File: src/rtl/baudgen_pkg.sv
// Shared widths and the shadow-configuration record for the baud tick generator.
package baudgen_pkg;

  localparam int DVSR_W_DEF = 16;
  localparam int FRAC_W_DEF = 4;
  localparam int OVS_W_DEF  = 5;

  typedef struct packed {
    logic [DVSR_W_DEF-1:0] dvsr;
    logic [FRAC_W_DEF-1:0] frac;
    logic [OVS_W_DEF-1:0]  ovs;
  } baudgen_cfg_t;

endpackage

File: src/rtl/baud_tick_generator_n_if.sv
// Config/enable inputs and tick outputs of one baud generator channel.
interface baud_tick_generator_n_if #(
  parameter int DVSR_W = baudgen_pkg::DVSR_W_DEF,
  parameter int FRAC_W = baudgen_pkg::FRAC_W_DEF,
  parameter int OVS_W  = baudgen_pkg::OVS_W_DEF
);
  logic              i_en;
  logic              i_load;
  logic [DVSR_W-1:0] i_dvsr;
  logic [FRAC_W-1:0] i_frac;
  logic [OVS_W-1:0]  i_ovs;
  logic              o_sample_tick;
  logic              o_bit_tick;
  logic              o_mid_tick;
  logic [OVS_W-1:0]  o_phase;

  modport master (
    output i_en, i_load, i_dvsr, i_frac, i_ovs,
    input  o_sample_tick, o_bit_tick, o_mid_tick, o_phase
  );

  modport slave (
    input  i_en, i_load, i_dvsr, i_frac, i_ovs,
    output o_sample_tick, o_bit_tick, o_mid_tick, o_phase
  );
endinterface

File: src/rtl/baud_frac_accum.sv
// Fractional-divisor accumulator: flags that the next sample period needs one extra clock.
module baud_frac_accum #(
  parameter int FRAC_W = baudgen_pkg::FRAC_W_DEF
) (
  input  logic              i_clk,
  input  logic              i_rst,
  input  logic              i_clr,
  input  logic              i_wrap,
  input  logic [FRAC_W-1:0] i_frac,
  output logic              o_stretch
);
  logic [FRAC_W:0] acc_q;
  logic [FRAC_W:0] acc_d;

  // Next accumulator value: carry bit is dropped before each add and becomes the stretch flag.
  always_comb begin
    acc_d = acc_q;
    if (i_clr) begin
      acc_d = '0;
    end else if (i_wrap) begin
      acc_d = {1'b0, acc_q[FRAC_W-1:0]} + {1'b0, i_frac};
    end else begin
      acc_d = acc_q;
    end
  end

  // Accumulator register.
  always_ff @(posedge i_clk or posedge i_rst) begin
    if (i_rst) begin
      acc_q <= '0;
    end else begin
      acc_q <= acc_d;
    end
  end

  assign o_stretch = acc_q[FRAC_W];
endmodule

File: src/rtl/baud_tick_generator_n.sv
// Programmable baud tick generator: sample, bit and mid-bit ticks plus phase index.
// Define BAUDGEN_FRAC_EN to enable the fractional divider.
module baud_tick_generator_n
  import baudgen_pkg::*;
#(
  parameter int DVSR_W = DVSR_W_DEF,
  parameter int FRAC_W = FRAC_W_DEF,
  parameter int OVS_W  = OVS_W_DEF
) (
  input logic                    i_clk,
  input logic                    i_rst,
  baud_tick_generator_n_if.slave bus
);
  baudgen_cfg_t      cfg_q, cfg_d;
  logic [DVSR_W-1:0] cnt_q, cnt_d;
  logic [OVS_W-1:0]  phase_q, phase_d;
  logic              sample_q, sample_d;
  logic              bit_q, bit_d;
  logic              mid_q, mid_d;

  logic              advance_s;
  logic              at_top_s;
  logic              terminal_s;
  logic              extend_s;
  logic              wrap_s;
  logic [OVS_W-1:0]  phase_nxt_s;
  logic [OVS_W:0]    mid_idx_s;

  assign advance_s   = bus.i_en & ~bus.i_load;
  assign at_top_s    = (cnt_q == cfg_q.dvsr);
  assign wrap_s      = advance_s & terminal_s;
  assign phase_nxt_s = (phase_q == cfg_q.ovs) ? {OVS_W{1'b0}} : (phase_q + OVS_W'(1));
  // Extra bit so that an all-ones ovs does not overflow the midpoint.
  assign mid_idx_s   = ({1'b0, cfg_q.ovs} + (OVS_W+1)'(1)) >> 1;

`ifdef BAUDGEN_FRAC_EN
  logic stretch_s;
  logic extra_q, extra_d;

  baud_frac_accum #(.FRAC_W(FRAC_W)) u_frac_accum (
    .i_clk     (i_clk),
    .i_rst     (i_rst),
    .i_clr     (bus.i_load),
    .i_wrap    (wrap_s),
    .i_frac    (cfg_q.frac),
    .o_stretch (stretch_s)
  );

  // The stretch clock is a hold at the top count, so an all-ones dvsr never overflows cnt.
  assign terminal_s = at_top_s & (~stretch_s | extra_q);
  assign extend_s   = at_top_s & ~terminal_s;

  // Tracks whether the stretch clock of this period has been spent.
  always_comb begin
    extra_d = extra_q;
    if (bus.i_load || wrap_s) begin
      extra_d = 1'b0;
    end else if (advance_s && extend_s) begin
      extra_d = 1'b1;
    end else begin
      extra_d = extra_q;
    end
  end

  // Stretch-spent flag register.
  always_ff @(posedge i_clk or posedge i_rst) begin
    if (i_rst) begin
      extra_q <= 1'b0;
    end else begin
      extra_q <= extra_d;
    end
  end
`else
  logic unused_frac_s;

  assign terminal_s    = at_top_s;
  assign extend_s      = 1'b0;
  assign unused_frac_s = ^cfg_q.frac;
`endif

  // Next-state for shadow config, counters and ticks; load wins over enable.
  always_comb begin
    cfg_d    = cfg_q;
    cnt_d    = cnt_q;
    phase_d  = phase_q;
    sample_d = 1'b0;
    bit_d    = 1'b0;
    mid_d    = 1'b0;
    if (bus.i_load) begin
      cfg_d   = '{dvsr: bus.i_dvsr, frac: bus.i_frac, ovs: bus.i_ovs};
      cnt_d   = '0;
      phase_d = '0;
    end else if (advance_s) begin
      if (terminal_s) begin
        cnt_d    = '0;
        phase_d  = phase_nxt_s;
        sample_d = 1'b1;
        bit_d    = (phase_q == cfg_q.ovs);
        mid_d    = (cfg_q.ovs != {OVS_W{1'b0}}) && ({1'b0, phase_nxt_s} == mid_idx_s);
      end else if (extend_s) begin
        cnt_d = cnt_q;
      end else begin
        cnt_d = cnt_q + DVSR_W'(1);
      end
    end else begin
      cnt_d = cnt_q;
    end
  end

  // State and registered tick outputs.
  always_ff @(posedge i_clk or posedge i_rst) begin
    if (i_rst) begin
      cfg_q    <= '0;
      cnt_q    <= '0;
      phase_q  <= '0;
      sample_q <= 1'b0;
      bit_q    <= 1'b0;
      mid_q    <= 1'b0;
    end else begin
      cfg_q    <= cfg_d;
      cnt_q    <= cnt_d;
      phase_q  <= phase_d;
      sample_q <= sample_d;
      bit_q    <= bit_d;
      mid_q    <= mid_d;
    end
  end

  assign bus.o_sample_tick = sample_q;
  assign bus.o_bit_tick    = bit_q;
  assign bus.o_mid_tick    = mid_q;
  assign bus.o_phase       = phase_q;
endmodule

File: src/flat_wrapper.sv
// flat-port wrapper written by rule: the top's interface ports become plain ports
module baud_tick_generator_n_flat import baudgen_pkg::*;
#(
  parameter int DVSR_W = DVSR_W_DEF,
  parameter int FRAC_W = FRAC_W_DEF,
  parameter int OVS_W  = OVS_W_DEF
)
  (i_clk, i_rst, bus_i_en, bus_i_load, bus_i_dvsr, bus_i_frac, bus_i_ovs, bus_o_sample_tick, bus_o_bit_tick, bus_o_mid_tick, bus_o_phase);
  baud_tick_generator_n_if #(.DVSR_W(DVSR_W), .FRAC_W(FRAC_W), .OVS_W(OVS_W)) bus_i ();
  input logic i_clk;
  input logic i_rst;
  input wire logic [$bits(bus_i.i_en)-1:0] bus_i_en;
  input wire logic [$bits(bus_i.i_load)-1:0] bus_i_load;
  input wire logic [$bits(bus_i.i_dvsr)-1:0] bus_i_dvsr;
  input wire logic [$bits(bus_i.i_frac)-1:0] bus_i_frac;
  input wire logic [$bits(bus_i.i_ovs)-1:0] bus_i_ovs;
  output wire logic [$bits(bus_i.o_sample_tick)-1:0] bus_o_sample_tick;
  output wire logic [$bits(bus_i.o_bit_tick)-1:0] bus_o_bit_tick;
  output wire logic [$bits(bus_i.o_mid_tick)-1:0] bus_o_mid_tick;
  output wire logic [$bits(bus_i.o_phase)-1:0] bus_o_phase;
  assign bus_i.i_en = bus_i_en;
  assign bus_i.i_load = bus_i_load;
  assign bus_i.i_dvsr = bus_i_dvsr;
  assign bus_i.i_frac = bus_i_frac;
  assign bus_i.i_ovs = bus_i_ovs;
  assign bus_o_sample_tick = bus_i.o_sample_tick;
  assign bus_o_bit_tick = bus_i.o_bit_tick;
  assign bus_o_mid_tick = bus_i.o_mid_tick;
  assign bus_o_phase = bus_i.o_phase;
  baud_tick_generator_n #(.DVSR_W(DVSR_W), .FRAC_W(FRAC_W), .OVS_W(OVS_W)) u_core (.i_clk(i_clk), .i_rst(i_rst), .bus(bus_i));
endmodule
File: config.mk
export PLATFORM = sky130hd
export DESIGN_NAME = baud_tick_generator_n_flat
export DESIGN_NICKNAME = d
export VERILOG_FILES = /design/src/rtl/baudgen_pkg.sv /design/src/rtl/baud_tick_generator_n_if.sv /design/src/rtl/baud_frac_accum.sv /design/src/rtl/baud_tick_generator_n.sv /design/src/flat_wrapper.sv
export SDC_FILE = /design/constraint.sdc
export NUM_CORES = 1
export LEC_CHECK = 0
export CORE_UTILIZATION = 48
export CTS_CLUSTER_DIAMETER = 100
export DETAILED_ROUTE_END_ITERATION = 6
export PLACE_DENSITY = 0.8
export SKIP_CTS_REPAIR_TIMING = 1
export SLEW_MARGIN = 20
export SYNTH_ARGS = -nofsm -noshare
export SYNTH_HDL_FRONTEND = slang
export SYNTH_SLANG_ARGS = --single-unit
File: constraint.sdc
create_clock -name i_clk -period 1.83 [get_ports i_clk]
set_clock_uncertainty 0.2 [all_clocks]
set_input_delay 0.2745 -clock i_clk [delete_from_list [all_inputs] [get_ports i_clk]]
set_output_delay 0.2745 -clock i_clk [all_outputs]
set_load 0.1 [all_outputs]
## Word level (Yosys, flattened, before mapping)

Index checks and enable logic that the tools add are counted.

| storage, ports and cells | value |
|---|---|
| register bits after elaboration | 45 |

| operators by class | value |
|---|---|
| reduce and logical (&&, ||, !) cells | 5 |
| muxes and demuxes | 16 |
| bitwise logic cells | 2 |
| eq/ne operators | 3 |
| add/subtract/negate cells | 3 |

Operator list:

| kind | number |
|---|---|
| $mux 16 | 3 |
| $mux 5 | 4 |
| $add 16x1->16 const B | 1 |
| $eq 16x16->1 | 1 |
| $eq 5x5->1 | 2 |
| $mux 1 | 9 |
| $add 5x1->6 const B | 1 |
| $add 5x1->5 const B | 1 |
| $reduce_bool 5->1 | 1 |
| $reduce_bool 2->1 | 2 |
| $reduce_and 2->1 | 1 |
| $and 1x1->1 | 1 |
| $logic_and 1x1->1 | 1 |
| $not 1->1 | 1 |

## Longest topological paths before layout

Gate-level depths: netlist (run 1).

| depth | value |
|---|---|
| depth after elaboration | 7 |
| mapped depth | 7 |
| gate-level depth less buffers | 6 |

## Worst setup path after synthesis (run 1)

No wires, ideal clock.

| timing | value |
|---|---|
| kind | reg-to-reg |
| from | reg u_core.phase_q[0], in the netlist u_core.bus.o_phase[0] |
| to | reg u_core.mid_q, in the netlist u_core.bus.o_mid_tick |
| cell stages (with the launch flop) | 7 |
| arrival | 2,127 ps |
| path slack | -592 ps |
| clock period less this slack | 2,422 ps |
| buffers on the path | 0 |
| setup time | 96 ps |
| cell sequence | dfrtp_1 -> ha_1 -> nand3_1 -> xnor2_1 -> xnor2_1 -> a31oi_1 -> a311oi_2 |

| on the way | value |
|---|---|
| word-level cells in the longest chain between the ends | 7 |

RTL lines:

| item | RTL line | text |
|---|---|---|
| from (decl) | baud_tick_generator_n.sv:16 | `logic [OVS_W-1:0] phase_q, phase_d;` |
| from (signal assigned) | baud_tick_generator_n.sv:122 | `phase_q <= phase_d;` |
| $add 5x1->5 / $eq 5x5->1 (equally long branches) | baud_tick_generator_n.sv:32 | `assign phase_nxt_s = (phase_q == cfg_q.ovs) ? {OVS_W{1'b0}} : (phase_q + OVS_W'(1));` |
| $mux 5 (*) | baud_tick_generator_n.sv:32 |  |
| $eq 5x5->1 (*) | baud_tick_generator_n.sv:99 | `mid_d = (cfg_q.ovs != {OVS_W{1'b0}}) && ({1'b0, phase_nxt_s} == mid_idx_s);` |
| $logic_and 1x1->1 (*) | baud_tick_generator_n.sv:99 |  |
| $mux 1 (*) | baud_tick_generator_n.sv:94 | `if (terminal_s) begin` |
| $mux 1 (*) | baud_tick_generator_n.sv:93 | `end else if (advance_s) begin` |
| $mux 1 (*) | baud_tick_generator_n.sv:89 | `if (bus.i_load) begin` |
| via u_core.mid_d | baud_tick_generator_n.sv:19 | `logic mid_q, mid_d;` |
| to (signal assigned) | baud_tick_generator_n.sv:125 | `mid_q <= mid_d;` |
| to (decl) | baud_tick_generator_n.sv:19 |  |

Mark *: on every way through the listed nets, which the timed path passes. The rest lies on a longest branch.
A chain may end at the register's enable or synchronous reset.

## Worst setup path in the final report (run 1)

| timing | value |
|---|---|
| from | reg u_core.cnt_q[2] |
| to | reg u_core.mid_q, in the netlist u_core.bus.o_mid_tick |

| on the way | value |
|---|---|
| word-level cells in the longest chain between the ends | 4 |

RTL lines:

| item | RTL line | text |
|---|---|---|
| from (decl) | baud_tick_generator_n.sv:15 | `logic [DVSR_W-1:0] cnt_q, cnt_d;` |
| from (signal assigned) | baud_tick_generator_n.sv:121 | `cnt_q <= cnt_d;` |
| $eq 16x16->1 | baud_tick_generator_n.sv:30 | `assign at_top_s = (cnt_q == cfg_q.dvsr);` |
| $mux 1 | baud_tick_generator_n.sv:94 |  |
| $mux 1 | baud_tick_generator_n.sv:93 |  |
| $mux 1 | baud_tick_generator_n.sv:89 |  |
| via u_core.mid_d | baud_tick_generator_n.sv:19 |  |

The timed path passes the listed nets, and every way through them passes these cells.

==> flow_metrics.env, run 1 <==
export IMPL_synth_fa_ha_area_share_pct=2.11
export IMPL_holdWs_ns=0.104
export IMPL_power_frac_clock_pct=29.8
export IMPL_ant_nets=0
export IMPL_synth_compound_area_share_pct=5.91
export IMPL_clock_root_buffer="clkbuf_8"
export IMPL_synth_avg_cell_area_sq_um=10.9
export IMPL_path_buf_inv=1
export IMPL_numClockSinks=45
export IMPL_status="complete, but fails checks"
export IMPL_start_util_pct=49.9
export IMPL_final_cell_mix="39 x dfrtp_1, 33 x xnor2_1, 30 x buf_4"
export IMPL_syn_inst=217
export IMPL_dieArea_sq_um=5230
export IMPL_cp_top_family="simple AND/OR/NAND/NOR gates"
export IMPL_cp_depth=6
export IMPL_start_kind="flip-flop"
export IMPL_p_int_mw=1.49
export IMPL_rsz0062_at_grt="true"
export IMPL_ios=37
export IMPL_synth_xor_area_share_pct=15.1
export IMPL_rows=25
export IMPL_clk_path_buf_depth=2
export IMPL_finalHoldViolCount=0
export IMPL_crit_type="reg2reg"
export IMPL_power_leakage_nw=1.33
export IMPL_core_area_sq_um=4750
export IMPL_layout_commonest_cell="dfrtp_1"
export IMPL_layout_drive_gt1_share_pct=35.2
export IMPL_routedWlPerCell_microns=13.6
export IMPL_synth_top_family_by_area="XOR/XNOR gates"
export IMPL_finalPower_mw=1.99
export IMPL_timing_fmax_mhz=504
export IMPL_htree_num_levels=2
export IMPL_fin_ws_ns=-0.156
export IMPL_die_h_microns=72.3
export IMPL_synthMuxAreaShare_pct=10.3
export IMPL_syn_to_final_growth_pct=38.2
export IMPL_drc=0
export IMPL_grt_max_degree=46
export IMPL_die_w_microns=72.3
export IMPL_multiInputGateArea_sq_um=1250
export IMPL_setup_violations=20
export IMPL_vdd_ir_drop_worst_uv=593
export IMPL_p_sw_share_pct=25.3
export IMPL_cp_cell_sequence="xnor2_1, nand4_1, nor4_4, buf_4, o2111ai_1, a311oi_2"
export IMPL_post_route_util_pct=69.0
export IMPL_yosys_warnings=0
export IMPL_required_ns=1.82
export IMPL_p_sw_uw=504
export IMPL_end_kind="flip-flop"
export IMPL_slew_viol_final=0
export IMPL_setup_tns_final_ns=-1.45
export IMPL_dp_hpwl_microns=3490
export IMPL_hold_class="in2async"
export IMPL_cp_slowest_cell="dfrtp_1"
export IMPL_regArea_sq_um=1150
export IMPL_wirelength_microns=4780
export IMPL_async_flop_share_pct=100
export IMPL_reg2reg_depth=6
export IMPL_instances_no_fill=351
export IMPL_synth_ff_type="dfrtp_1"
export IMPL_max_stage_delay_ns=0.46
export IMPL_yosys_area_share_simple_pct=15.0
export IMPL_grt_pass1_vias=1711
export IMPL_clock_latency_ns=0.30
export IMPL_fin_crit_ns=1.99
export IMPL_cts_tree="built"
export IMPL_syn_num_nets=250
export IMPL_synth_seq_area_share_pct=47.5
export IMPL_rrSetupSlack_ns=-0.16
export IMPL_p_per_area_nw_per_um2=608
export IMPL_synth_edff_count=0
export IMPL_seq_power_share_pct=54.8
export IMPL_grt_ovfl_total=0
export IMPL_port_buffers=32
export IMPL_place_congestion=0.820
export IMPL_viasPerCell=5.01
export IMPL_tightest_slew_ns=0.390
export IMPL_comb_power_share_pct=15.5
export IMPL_fin_crit_sh_pct=109
export IMPL_syn_area_sq_um=2370
export IMPL_grt_use_total_pct=20.4
export IMPL_vias=1759
export IMPL_slew_headroom_pct=73.8
export IMPL_clkTransAtPathRegs_ns=0.08
export IMPL_cts_buffers=5
export IMPL_yosys_register_bits=45
export IMPL_placedCellCount=341
export IMPL_synthDistinctLibCells=39
export IMPL_first_pass_iters=4
export IMPL_nNetsFinal=316
export IMPL_fillers=343
export IMPL_grt_pass1_wl_microns=7950
export IMPL_path_max_fanout=5
export IMPL_grt_antenna_before_repair=0
export IMPL_drv_cap=0
export IMPL_cp_arrival_ns=1.98
export IMPL_violations="negative setup slack"
export IMPL_diodes=0
export IMPL_drt_iter0_drc=54
-- worst min-delay path, cell delays in order --
cell             delay (ns)
clkdlybuf4s50_1        0.40
clkinv_1               0.07
buf_12                 0.23
-- synth_stat cells (all sizes together) (2+ instances only) --
library cell	count	area (sq um)
a21oi	3	15.0
nand2	11	41.3
buf	6	48.8
xnor2	33	289
nor2b	4	25.0
nand4	5	31.3
nor4b	2	17.5
xor2	8	70.1
nor2	21	78.8
dfrtp	45	1130
o21ai	3	15.0
or2	2	12.5
mux2i	2	20.0
nand3	11	55.1
and3	5	31.3
o22ai	3	18.8
inv	11	41.3
mux2	20	225
a2bb2oi	2	17.5
ha	4	50.1
o2111ai	2	17.5
-- power groups by stage --
stage	Clock, mW	Sequential, mW	Combinational (mW)
detailed placement	0	1.11	0.296
finish	0.593	1.09	0.308
global placement	0	1.11	0.287
floorplan	0	1.10	0.193
CTS	0.610	1.09	0.299
global route	0.651	1.10	0.339
-- state kept, by name (all words and copies together), names as in the netlist --
register and flops:
u_core.bus.o_bit_tick 1, u_core.bus.o_mid_tick 1, u_core.cfg_q 21, u_core.cnt_q 16
u_core.bus.o_sample_tick 1, u_core.bus.o_phase 5
-- final cells by class --
class,instances,area share [%]
Inverter,11,1.26
Tap cell,67,2.56
Clock inverter,2,0.305
Multi-Input combinational cell,154,38.0
Sequential cell,45,34.9
Timing Repair Buffer,66,20.7
Clock buffer,6,2.21
-- final timing paths --
path                                              startpoint                                end
worst min register to register  u_core.cfg_q[13]$_DFFE_PP0P_       u_core.cfg_q[13]$_DFFE_PP0P_
worst min-delay path                                   i_rst  u_core.bus.o_phase[4]$_DFFE_PP0P_
min in group i_clk                              bus_i_ovs[1]        u_core.cfg_q[1]$_DFFE_PP0P_
max in group asynchronous                              i_rst  u_core.bus.o_phase[0]$_DFFE_PP0P_
worst max-delay path             u_core.cnt_q[2]$_DFFE_PP0P_    u_core.bus.o_mid_tick$_DFF_PP0_
worst max register to register   u_core.cnt_q[2]$_DFFE_PP0P_    u_core.bus.o_mid_tick$_DFF_PP0_
-- routing by layer --
metal | up-vias | GRT usage [%] | wire length (microns) | share of wire, %
li1 | 873 | - | - | -
met1 | 839 | 25.0 | 2020 | 42
met2 | 37 | 35.4 | 2490 | 52
met3 | 10 | 4.17 | 182 | 3.8
met4 | 0 | 7.41 | 96 | 2.0
met5 | - | 0 | 0 | 0
-- per-stage QoR --
step | cell area (sq um) | worst slack (ns)
after floorplan | 2410 | -0.139
after global placement | 3090 | -0.146
after detailed placement | 3090 | -0.147
after CTS | 3180 | -0.172
after global routing | 3280 | -0.238
final | 3280 | -0.156
-- kinds of logic after synthesis --
kind of cell	Yosys count
fa+ha+maj	4
compound gates	19
mux	22
buf+inv	18
xor+xnor	41
flops	45
simple gates	68
Note: power is estimated with default switching activity, not from simulation.
==> inputs of run 2 (changes only) <==
--- a/config.mk
+++ b/config.mk
@@ -5,10 +5,12 @@
 export SDC_FILE = /design/constraint.sdc
 export NUM_CORES = 1
 export LEC_CHECK = 0
-export CORE_UTILIZATION = 48
+export CELL_PAD_IN_SITES_DETAIL_PLACEMENT = 0
+export CELL_PAD_IN_SITES_GLOBAL_PLACEMENT = 1
+export CORE_UTILIZATION = 38
 export CTS_CLUSTER_DIAMETER = 100
 export DETAILED_ROUTE_END_ITERATION = 6
-export PLACE_DENSITY = 0.8
+export PLACE_DENSITY = 0.81
 export SKIP_CTS_REPAIR_TIMING = 1
 export SLEW_MARGIN = 20
 export SYNTH_ARGS = -nofsm -noshare
==> run 2 against run 1 <==
Effect of this change:
- the flow still finishes with violations (negative setup slack)
- final cell count rose by 3.4%
- sequential power is essentially flat
- power up 2.1%
- register-to-register slack better by 0.04 ns
- first-iteration DRC count increased by 13%
- routed wire length fell by 1.1%
- clock-buffer cell count shrank 1
- clock power up 5.2%
- non-clock buffer count rose by 4
- maximum frequency increased by 1.9%
==> flow_metrics.env, run 2 (synthesis results as in run 1) <==
export IMPL_path_buf_inv=1
export IMPL_rsz0062_at_grt="true"
export IMPL_viasPerCell=4.86
export IMPL_die_w_microns=81.0
export IMPL_port_buffers=32
export IMPL_end_kind="flip-flop"
export IMPL_power_leakage_nw=1.36
export IMPL_violations="negative setup slack"
export IMPL_vdd_ir_drop_worst_uv=421
export IMPL_cp_cell_sequence="xnor2_2, nand4_1, nor4_4, buf_4, o2111ai_2, a311oi_2"
export IMPL_r2r_end="u_core.bus.o_mid_tick$_DFF_PP0_"
export IMPL_power_frac_clock_pct=30.6
export IMPL_required_ns=1.83
export IMPL_instances_no_fill=363
export IMPL_first_pass_iters=4
export IMPL_htree_num_levels=2
export IMPL_p_sw_share_pct=26.2
export IMPL_clk_path_buf_depth=2
export IMPL_finalInstanceArea_sq_um=3390
export IMPL_grt_max_degree=46
export IMPL_p_per_area_nw_per_um2=601
export IMPL_largest_register="u_core.cfg_q"
export IMPL_drt_iter0_drc=61
export IMPL_clock_latency_ns=0.30
export IMPL_cts_tree="built"
export IMPL_layout_drive_gt1_share_pct=38.2
export IMPL_reg2reg_from="u_core.cnt_q[0]$_DFFE_PP0P_"
export IMPL_die_h_microns=81.0
export IMPL_core_area_sq_um=5960
export IMPL_ios=37
export IMPL_path_max_fanout=4
export IMPL_place_congestion=0.833
export IMPL_post_route_util_pct=56.8
export IMPL_grt_use_total_pct=16.2
export IMPL_ant_nets=0
export IMPL_slew_headroom_pct=70.8
export IMPL_numClockSinks=45
export IMPL_setup_tns_final_ns=-1.69
export IMPL_diodes=0
export IMPL_p_int_mw=1.50
export IMPL_wirelength_microns=4730
export IMPL_rows=28
export IMPL_syn_to_final_growth_pct=42.7
export IMPL_fin_crit_ns=1.95
export IMPL_vias=1763
export IMPL_timing_fmax_mhz=513
export IMPL_fin_ws_ns=-0.119
export IMPL_clock_root_buffer="clkbuf_8"
export IMPL_grt_antenna_before_repair=0
export IMPL_clkTransAtPathRegs_ns=0.09
export IMPL_start_kind="flip-flop"
export IMPL_cp_arrival_ns=1.95
export IMPL_layout_commonest_cell="dfrtp_1"
export IMPL_status="complete, but fails checks"
export IMPL_final_cell_mix="38 x dfrtp_1, 33 x buf_4, 32 x xnor2_1"
export IMPL_cts_buffers=5
export IMPL_p_sw_uw=533
export IMPL_tightest_slew_ns=0.435
export IMPL_hold_class="in2async"
export IMPL_drc=0
export IMPL_largest_reg_flops=21
export IMPL_dieArea_sq_um=6560
export IMPL_reg2reg_depth=6
export IMPL_place_area_sq_um=3130
export IMPL_dp_hpwl_microns=3440
export IMPL_finalHoldViolCount=0
export IMPL_slew_viol_final=0
export IMPL_cp_top_family="simple AND/OR/NAND/NOR gates"
export IMPL_grt_pass1_vias=1768
export IMPL_comb_power_share_pct=15.8
export IMPL_setup_violations=22
export IMPL_crit_type="reg2reg"
export IMPL_drv_cap=0
export IMPL_placedCellCount=352
export IMPL_cp_slowest_cell="dfrtp_2"
export IMPL_routedWlPerCell_microns=13.0
export IMPL_grt_pass1_wl_microns=8160
export IMPL_fin_crit_sh_pct=106
export IMPL_grt_ovfl_total=0
export IMPL_nNetsFinal=320
export IMPL_start_util_pct=39.8
export IMPL_max_stage_delay_ns=0.45
export IMPL_seq_power_share_pct=53.5
export IMPL_rrSetupSlack_ns=-0.12
## run 2: cell types whose count changed in the layout (fill, tap and decap cells not counted), sizes merged
cell,change
buf,+4
clkbuf,-1
clkinv,+1
## run 2: worst max-delay path by stage
stage / slack (ns) / to / from / cells after the start
after floorplan: -0.14 / u_core.bus.o_mid_tick$_DFF_PP0_ / u_core.bus.o_phase[0]$_DFFE_PP0P_ / 6
after global placement: -0.14 / u_core.cnt_q[7]$_DFFE_PP0P_ / bus_i_load / 6
after detailed placement: -0.16 / u_core.cnt_q[7]$_DFFE_PP0P_ / bus_i_load / 6
after CTS: -0.13 / u_core.bus.o_mid_tick$_DFF_PP0_ / u_core.cfg_q[15]$_DFFE_PP0P_ / 6
after global routing: -0.23 / u_core.bus.o_mid_tick$_DFF_PP0_ / u_core.cnt_q[0]$_DFFE_PP0P_ / 6
final: -0.12 / u_core.bus.o_mid_tick$_DFF_PP0_ / u_core.cnt_q[0]$_DFFE_PP0P_ / 6
## run 2: per-stage QoR
stage | hold WS (ns) | total power [mW] | setup WS [ns]
4_1_cts | 0.124 | 2.04 | -0.129
2_1_floorplan | 0.195 | 1.29 | -0.139
5_1_grt | 0.134 | 2.15 | -0.231
6_report | 0.112 | 2.04 | -0.119
3_5_place_dp | 0.321 | 1.41 | -0.157
3_3_place_gp | 0.312 | 1.40 | -0.138
## run 2: worst register-to-register path, delay by kind of cell (launching register included)
family / cells / cell delay [ns]
simple gates: 2 / 0.51
compound gates: 2 / 0.36
xor+xnor: 1 / 0.16
buf+inv: 1 / 0.18
flops: 1 / 0.45
## run 2: routing by layer
metal	track usage, %	routed length [microns]
met1	21.3	2290
met2	27.0	2290
met3	3.37	115
met4	4.82	31
met5	0	0
## run 2: cell type report
type | instances | area, sq um
sequential | 45 | 1150
timing repair buffer | 70 | 726
multi-input combinational | 154 | 1290
clock buffer | 5 | 68.8
inverter | 11 | 41.3
fill | 531 | 2570
tap | 75 | 93.8
clock inverter | 3 | 22.5
## run 2: power by group through the flow
stage,Combinational (mW),Sequential [mW],Clock (mW)
after floorplan,0.193,1.10,0
after global placement,0.289,1.11,0
after detailed placement,0.295,1.11,0
after CTS,0.297,1.09,0.650
after global routing,0.356,1.10,0.697
final,0.322,1.09,0.624
==> inputs of run 3 (changes only) <==
--- a/config.mk
+++ b/config.mk
@@ -5,6 +5,7 @@
 export SDC_FILE = /design/constraint.sdc
 export NUM_CORES = 1
 export LEC_CHECK = 0
+export CAP_MARGIN = 5
 export CELL_PAD_IN_SITES_DETAIL_PLACEMENT = 0
 export CELL_PAD_IN_SITES_GLOBAL_PLACEMENT = 1
 export CORE_UTILIZATION = 38
@@ -12,7 +13,7 @@
 export DETAILED_ROUTE_END_ITERATION = 6
 export PLACE_DENSITY = 0.81
 export SKIP_CTS_REPAIR_TIMING = 1
-export SLEW_MARGIN = 20
+export SLEW_MARGIN = 10
 export SYNTH_ARGS = -nofsm -noshare
 export SYNTH_HDL_FRONTEND = slang
 export SYNTH_SLANG_ARGS = --single-unit
==> results of run 3 <==
The final DEF is identical to that of run 2; final timing and power are the same.
